**src/rtl/alarm_kp_pkg.sv**
```systemverilog
// Shared key encodings, FSM state type and counter-width helper for the alarm keypad front-end.
// NEWCODE state exists only when KEYPAD_CODE_CHANGE_EN is defined.
package alarm_kp_pkg;

  localparam logic [3:0] KEY_ENTER = 4'hA;
  localparam logic [3:0] KEY_CLEAR = 4'hB;
  localparam logic [3:0] KEY_SET   = 4'hC;

  typedef enum logic [2:0] {
    StIdle,
    StEntry,
    StCheck,
    StLockout
`ifdef KEYPAD_CODE_CHANGE_EN
    , StNewcode
`endif
  } state_e;

  // Bits needed to hold values 0..max_val (at least one bit).
  function automatic int unsigned cnt_width(input int unsigned max_val);
    return (max_val < 1) ? 1 : $clog2(max_val + 1);
  endfunction

endpackage

```
**src/rtl/kp_timer.sv**
```systemverilog
// Loadable down-counter: load wins over enable, counting stops at zero, expired flags zero.
module kp_timer #(
  parameter int unsigned Width = 10
) (
  input  logic             clk,
  input  logic             reset,
  input  logic             i_load,
  input  logic [Width-1:0] i_load_val,
  input  logic             i_en,
  output logic             o_expired
);

  logic [Width-1:0] r_cnt;

  always_ff @(posedge clk) begin
    if (reset) begin
      r_cnt <= '0;
    end else if (i_load) begin
      r_cnt <= i_load_val;
    end else if (i_en && (r_cnt != '0)) begin
      r_cnt <= r_cnt - 1'b1;
    end
  end

  assign o_expired = (r_cnt == '0);

endmodule

```
**src/rtl/alarm_keypad_ctrl.sv**
```systemverilog
// Keypad code-entry controller issuing arm/disarm pulses with failed-attempt lockout.
// Define KEYPAD_CODE_CHANGE_EN to allow changing the stored code via SET.
module alarm_keypad_ctrl
  import alarm_kp_pkg::*;
#(
  parameter int unsigned CODE_LEN       = 4,
  parameter logic [31:0] DEFAULT_CODE   = 32'h0000_1234,
  parameter int unsigned MAX_FAILS      = 3,
  parameter int unsigned LOCKOUT_CYCLES = 1000,
  parameter int unsigned ENTRY_TIMEOUT  = 500
) (
  input  logic                             clk,
  input  logic                             reset,
  input  logic                             key_valid,
  input  logic [3:0]                       key_code,
  input  logic                             armed_in,
  output logic                             cmd_arm,
  output logic                             cmd_disarm,
  output logic                             bad_code,
  output logic                             lockout,
  output logic                             entry_busy,
  output logic [cnt_width(CODE_LEN)-1:0]   digit_count
);

  localparam int unsigned BufW  = 4 * CODE_LEN;
  localparam int unsigned CntW  = cnt_width(CODE_LEN);
  localparam int unsigned FailW = cnt_width(MAX_FAILS);
  localparam int unsigned TMax  = (LOCKOUT_CYCLES > ENTRY_TIMEOUT) ? LOCKOUT_CYCLES : ENTRY_TIMEOUT;
  localparam int unsigned TmrW  = cnt_width(TMax);

  localparam logic [CntW-1:0]  LenCnt   = CntW'(CODE_LEN);
  localparam logic [FailW-1:0] FailMax  = FailW'(MAX_FAILS);
  // Timer is loaded with N-1 so the N-th cycle sees it expired.
  localparam logic [TmrW-1:0]  TmrEntry = TmrW'(ENTRY_TIMEOUT - 1);
  localparam logic [TmrW-1:0]  TmrLock  = TmrW'(LOCKOUT_CYCLES - 1);

  state_e            r_state, w_state_d;
  logic [BufW-1:0]   r_buf, w_buf_d;
  logic [CntW-1:0]   r_cnt, w_cnt_d;
  logic              r_ovf, w_ovf_d;
  logic [FailW-1:0]  r_fail, w_fail_d;
  logic              r_arm, w_arm_d;
  logic              r_disarm, w_disarm_d;
  logic              r_bad, w_bad_d;

  logic              w_tmr_load, w_tmr_en, w_tmr_expired;
  logic [TmrW-1:0]   w_tmr_val;

  logic              w_digit, w_enter, w_clear, w_set;
  logic              w_match, w_in_newcode, w_set_attempt;
  logic [BufW+3:0]   w_buf_sh;
  logic [BufW-1:0]   w_code;
  logic [FailW-1:0]  w_fail_inc;

  assign w_digit    = key_valid && (key_code <= 4'h9);
  assign w_enter    = key_valid && (key_code == KEY_ENTER);
  assign w_clear    = key_valid && (key_code == KEY_CLEAR);
  assign w_buf_sh   = {r_buf, key_code};
  assign w_fail_inc = r_fail + 1'b1;
  assign w_match    = (r_cnt == LenCnt) && !r_ovf && (r_buf == w_code);

`ifdef KEYPAD_CODE_CHANGE_EN
  logic [BufW-1:0] r_code, w_code_d;
  logic            r_chk_set, w_chk_set_d;

  assign w_set         = key_valid && (key_code == KEY_SET);
  assign w_in_newcode  = (r_state == StNewcode);
  assign w_set_attempt = r_chk_set;
  assign w_code        = r_code;
`else
  assign w_set         = 1'b0;
  assign w_in_newcode  = 1'b0;
  assign w_set_attempt = 1'b0;
  assign w_code        = DEFAULT_CODE[BufW-1:0];
`endif

  always_comb begin
    w_state_d  = r_state;
    w_buf_d    = r_buf;
    w_cnt_d    = r_cnt;
    w_ovf_d    = r_ovf;
    w_fail_d   = r_fail;
    w_arm_d    = 1'b0;
    w_disarm_d = 1'b0;
    w_bad_d    = 1'b0;
    w_tmr_load = 1'b0;
    w_tmr_val  = TmrEntry;
    w_tmr_en   = 1'b0;
`ifdef KEYPAD_CODE_CHANGE_EN
    w_code_d    = r_code;
    w_chk_set_d = r_chk_set;
`endif

    case (r_state)
      StIdle: begin
        if (w_digit) begin
          w_buf_d    = w_buf_sh[BufW-1:0];
          w_cnt_d    = CntW'(1);
          w_ovf_d    = 1'b0;
          w_tmr_load = 1'b1;
          w_state_d  = StEntry;
        end
      end

      StEntry
`ifdef KEYPAD_CODE_CHANGE_EN
      , StNewcode
`endif
      : begin
        // Any key restarts the idle timeout, even ignored ones.
        if (key_valid) w_tmr_load = 1'b1;
        else           w_tmr_en   = 1'b1;

        if (w_digit) begin
          if (r_cnt == LenCnt) begin
            w_ovf_d = 1'b1;
          end else begin
            w_buf_d = w_buf_sh[BufW-1:0];
            w_cnt_d = r_cnt + 1'b1;
          end
        end else if (w_clear || (!key_valid && w_tmr_expired)) begin
          w_buf_d   = '0;
          w_cnt_d   = '0;
          w_ovf_d   = 1'b0;
          w_state_d = StIdle;
        end else if (w_enter) begin
          if (w_in_newcode) begin
`ifdef KEYPAD_CODE_CHANGE_EN
            if ((r_cnt == LenCnt) && !r_ovf) w_code_d = r_buf;
`endif
            w_buf_d   = '0;
            w_cnt_d   = '0;
            w_ovf_d   = 1'b0;
            w_state_d = StIdle;
          end else begin
`ifdef KEYPAD_CODE_CHANGE_EN
            w_chk_set_d = 1'b0;
`endif
            w_state_d = StCheck;
          end
        end else if (w_set && !w_in_newcode) begin
`ifdef KEYPAD_CODE_CHANGE_EN
          w_chk_set_d = 1'b1;
`endif
          w_state_d = StCheck;
        end
      end

      StCheck: begin
        w_buf_d = '0;
        w_cnt_d = '0;
        w_ovf_d = 1'b0;
        if (w_match && !w_set_attempt) begin
          w_arm_d    = !armed_in;
          w_disarm_d = armed_in;
          w_fail_d   = '0;
          w_state_d  = StIdle;
        end
`ifdef KEYPAD_CODE_CHANGE_EN
        else if (w_match && !armed_in) begin
          w_tmr_load = 1'b1;
          w_state_d  = StNewcode;
        end
`endif
        else begin
          w_bad_d  = 1'b1;
          w_fail_d = w_fail_inc;
          if (w_fail_inc == FailMax) begin
            w_tmr_load = 1'b1;
            w_tmr_val  = TmrLock;
            w_state_d  = StLockout;
          end else begin
            w_state_d = StIdle;
          end
        end
      end

      StLockout: begin
        if (w_tmr_expired) begin
          w_fail_d  = '0;
          w_state_d = StIdle;
        end else begin
          w_tmr_en = 1'b1;
        end
      end

      default: begin
        w_buf_d   = '0;
        w_cnt_d   = '0;
        w_ovf_d   = 1'b0;
        w_state_d = StIdle;
      end
    endcase
  end

  always_ff @(posedge clk) begin
    if (reset) begin
      r_state  <= StIdle;
      r_buf    <= '0;
      r_cnt    <= '0;
      r_ovf    <= 1'b0;
      r_fail   <= '0;
      r_arm    <= 1'b0;
      r_disarm <= 1'b0;
      r_bad    <= 1'b0;
    end else begin
      r_state  <= w_state_d;
      r_buf    <= w_buf_d;
      r_cnt    <= w_cnt_d;
      r_ovf    <= w_ovf_d;
      r_fail   <= w_fail_d;
      r_arm    <= w_arm_d;
      r_disarm <= w_disarm_d;
      r_bad    <= w_bad_d;
    end
  end

`ifdef KEYPAD_CODE_CHANGE_EN
  always_ff @(posedge clk) begin
    if (reset) begin
      r_code    <= DEFAULT_CODE[BufW-1:0];
      r_chk_set <= 1'b0;
    end else begin
      r_code    <= w_code_d;
      r_chk_set <= w_chk_set_d;
    end
  end
`endif

  kp_timer #(
    .Width(TmrW)
  ) u_timer (
    .clk        (clk),
    .reset      (reset),
    .i_load     (w_tmr_load),
    .i_load_val (w_tmr_val),
    .i_en       (w_tmr_en),
    .o_expired  (w_tmr_expired)
  );

  assign cmd_arm     = r_arm;
  assign cmd_disarm  = r_disarm;
  assign bad_code    = r_bad;
  assign lockout     = (r_state == StLockout);
  assign digit_count = r_cnt;
`ifdef KEYPAD_CODE_CHANGE_EN
  assign entry_busy  = (r_state == StEntry) || (r_state == StCheck) || (r_state == StNewcode);
`else
  assign entry_busy  = (r_state == StEntry) || (r_state == StCheck);
`endif

endmodule
```
**config.mk**
```make
export PLATFORM = sky130hd
export DESIGN_NAME = alarm_keypad_ctrl
export DESIGN_NICKNAME = d
export VERILOG_FILES = /design/src/rtl/alarm_kp_pkg.sv /design/src/rtl/kp_timer.sv /design/src/rtl/alarm_keypad_ctrl.sv
export SDC_FILE = /design/constraint.sdc
export NUM_CORES = 1
export LEC_CHECK = 0
export BUFFER_PORTS_ARGS = -buffer_cell sky130_fd_sc_hd__buf_2
export CAP_MARGIN = 10
export CORE_ASPECT_RATIO = 0.7
export CORE_MARGIN = 3
export CORE_UTILIZATION = 53
export DETAILED_ROUTE_END_ITERATION = 6
export PLACE_DENSITY = 0.84
export SLEW_MARGIN = 10
export SYNTH_ARGS = -nofsm -noshare
export SYNTH_HDL_FRONTEND = slang
export SYNTH_SLANG_ARGS = --single-unit
```
**constraint.sdc**
```tcl
create_clock -name clk -period 2.2 [get_ports clk]
set_input_delay 0.44 -clock clk [delete_from_list [all_inputs] [get_ports clk]]
set_output_delay 0.44 -clock clk [all_outputs]
set_load 0.05 [all_outputs]
```
==> metrics.md <==
| Metric | Value |
|---|---|
| Average size of a mapped cell | 8.53 µm² |
| H-tree depth | 2 |
| DR vias | 1,788 |
| Hold Path Class | input pin to flip-flop |
| Vias in the first global route | 1,538 |
| Fmax | 449 MHz |
| Worst path cell trace | inv_1 > ha_1 > nor2b_1 > o21ai_0 > nor4b_2 > xnor2_1 > a21oi_1 |
| I/O pin total | 16 |
| WL/cell | between 15 and 20 µm |
| Gpl congestion | 0.827 |
| Worst Max-Slew Pin Slew | 0.671 ns |
| Top cell type's share of synthesized area | 38.4% |
| Final Cycle Share | 101% |
| CTS sink count | 37 |
| Placed Instances | 286 |
| CTS clock-pin slew for the worst setup and hold paths | 0.07 ns |
| Final ANT Viol Nets | 0 |
| Clock share of power | 20.7% |
| Final layout net count | between 200 and 300 |
| Antenna diodes | 0 |
| # hold bufs at CTS | 0 |
| Violated checks | negative setup slack |
| Setup TNS | -0.0289 ns |
| Ys async rst share | 0% |
| Seq pwr share | 28.6% |
| Global Route Usage Sum | 21.4% |
| Die span in x | 78.1 µm |
| Final Hold Fails | 0 |
| Power Density | 1410 mW/mm² |
| DRT Wirelength | 4.98 mm |
| CTS tree | done |
| CP max stage cell | nor4b_2 |
| Setup ws final | -0.0289 ns |
| Initial core utilization | 58.1% |
| Worst vdd ir | 0.974 mV |
| Ys flop type | dfxtp_1 |
| CP Class | flip-flop to flip-flop |
| Fin. max-slew vios | 0 |
| Clock skew | 0.00331 ns |
| DP HPWL | 3.02 mm |
| EDFF count, synth | 0 |
| Critical path endpoint category | flip-flop |
| Top post-synthesis cells by area | dfxtp_1 (38%), nand2b_1 (6.8%), a21oi_1 (6.0%) |
| Initial antenna violation count | 0 |
| Logic pwr share | 50.7% |
| Worst skew pair latency | around 0.30 ns |
| Commonest cells in the netlist | dfxtp_1 (37), a21oi_1 (23), nand2b_1 (21) |
| Sw frac | 39.2% |
| Final setup violation count | 1 |
| Area growth, synth to finish | 24.1% |
| Die area | 0.00441 mm² |
| LEAKAGE | between 0.0008 and 0.0009 µW |
| Fraction of layout instances using a drive strength above 1 | between 20% and 30% |
| Mapped cell area | 0.00193 mm² |
| P_sw | 1330 µW |
| First-pass GRT wire length | 7.33 mm |
| Syn Nets | 243 |
| Startpoint types | flip-flop |
| Post-synth cell types | 43 |
| Yosys top cell by area | dfxtp_1 |
| GRT Residual Overflow | 0 |
| RSZ-0062 raised after global routing | yes |
| Crit path max-delay family | simple AND/OR/NAND/NOR gates |
| CTS buffer count | 5 |
| Status | finished, violations left |
| Yosys warnings | 0 |
| Routed vias/inst | between 5 and 6 |
| Flops & latches, synth | 37 |
| Maxcap violations | 0 |
| Rel. slew slack | between 50% and 60% |
| Final Critical Period | 2.23 ns |
| Drt pass-1 iters | 4 |
| Internal power | 2060 µW |
| Most frequent cell after synthesis | dfxtp_1 |
| CTS Buffer Depth | 2 |
| Die Ht | between 50 and 60 µm |
| CP bufs+invs | 1 |
| DR iter-0 viols | between 150 and 200 |
| Largest net degree at the start of global routing | 25 |
| Root Buffer | clkbuf_8 |
| Post-route insts no fill | roughly 300 |
| Crit path required time | 2.37 ns |
| CP peak stage delay | 0.41 ns |
| Crit path max fanout | 6 |
| Critical Path AT | 2.40 ns |
| Synth Instances | 226 |
| Core footprint | 0.00332 mm² |
| Post-layout util | 72.1% |
| DRC | 0 |
| Port Buffers | 15 |
| Seq/Total Area, Yosys | 38.4% |
| Cell row count | 17 |
==> area by class of cell <==
type	instances	area, µm²
Tap cell	47	58.8
Multi-Input combinational cell	166	1130
Timing Repair Buffer	34	293
Clock inverter	3	65.1
Sequential cell	37	743
Inverter	10	37.5
Clock buffer	5	68.8
Fill cell	240	925
==> power groups by stage <==
stage | Sequential, µW | Combinational, µW | Clock (µW)
6_report | 968 | 1720 | 700
5_1_grt | 988 | 1850 | 741
4_1_cts | 946 | 1280 | 715
3_5_place_dp | 960 | 1270 | 0
3_3_place_gp | 951 | 1230 | 0
2_1_floorplan | 976 | 934 | 0
==> metrics by stage <==
stage	power, µW	area, µm²	setup slack [ns]	hold WS (ns)
global placement	2180	2090	0.0767	0.450
detailed placement	2230	2090	0.0328	0.457
global route	3580	2390	-0.129	0.300
finish	3380	2390	-0.0289	0.313
floorplan	1910	1930	0.0410	0.440
CTS	2940	2220	0.0168	0.303
==> sequential cells by signal, summed over array words and instances (netlist names) <==
name and cells:
r_buf 16, u_timer.r_cnt 10, digit_count 3, r_fail 2
r_state 2, bad_code 1, cmd_arm 1, cmd_disarm 1
r_ovf 1
==> cell families (layout without fill, tap and decap cells) <==
family	Yosys count	in the layout	synth area share [%]
compound gates	57	57	18.7
xor+xnor	7	7	3.18
flops	37	37	38.4
simple gates	93	93	28.4
buf+inv	23	52	5.52
fa+ha+maj	9	9	5.84
==> path summary, 6_finish.rpt <==
check / start / to / slack, ns / cells after the start
max: r_state[1] / u_timer.r_cnt[5] / -0.03 / 7
min: armed_in / cmd_arm / 0.31 / 2
max reg2reg: r_state[1] / u_timer.r_cnt[5] / -0.03 / 7
min reg2reg: r_fail[1] / r_fail[1] / 0.47 / 2
==> layer usage <==
metal / routed length, µm / GRT usage [%] / part of all wire [%]
met1: 2390 / 30.3 / 48
met2: 2150 / 28.9 / 43
met3: 363 / 7.85 / 7.3
met4: 82 / 8.98 / 1.6
met5: 0 / 0 / 0
==> cell usage in the layout, fill, tap and decap left out, types with 6 or more instances in the layout <==
| master | synthesis | routed |
|---|---|---|
| ha_1 | 9 | 8 |
| a21oi_1 | 23 | 23 |
| buf_2 | 1 | 15 |
| o21ai_1 | 9 | 10 |
| dfxtp_1 | 37 | 35 |
| nor3_1 | 6 | 6 |
| nand3_1 | 19 | 19 |
| buf_4 | 1 | 12 |
| o21ai_0 | 12 | 11 |
| inv_1 | 10 | 8 |
| xnor2_1 | 7 | 7 |
| nand2b_1 | 21 | 21 |
| nand2_1 | 7 | 7 |
| nor2_1 | 10 | 10 |
==> what timing repair did <==
action                     in CTS  in global routing
cloned                          0                  3
resized for setup               0                 16
setup endpoints to repair       2                 21
buffers inserted                0                  5
pin swaps                       1                  6
No activity file was read; power rests on OpenSTA's default activity.
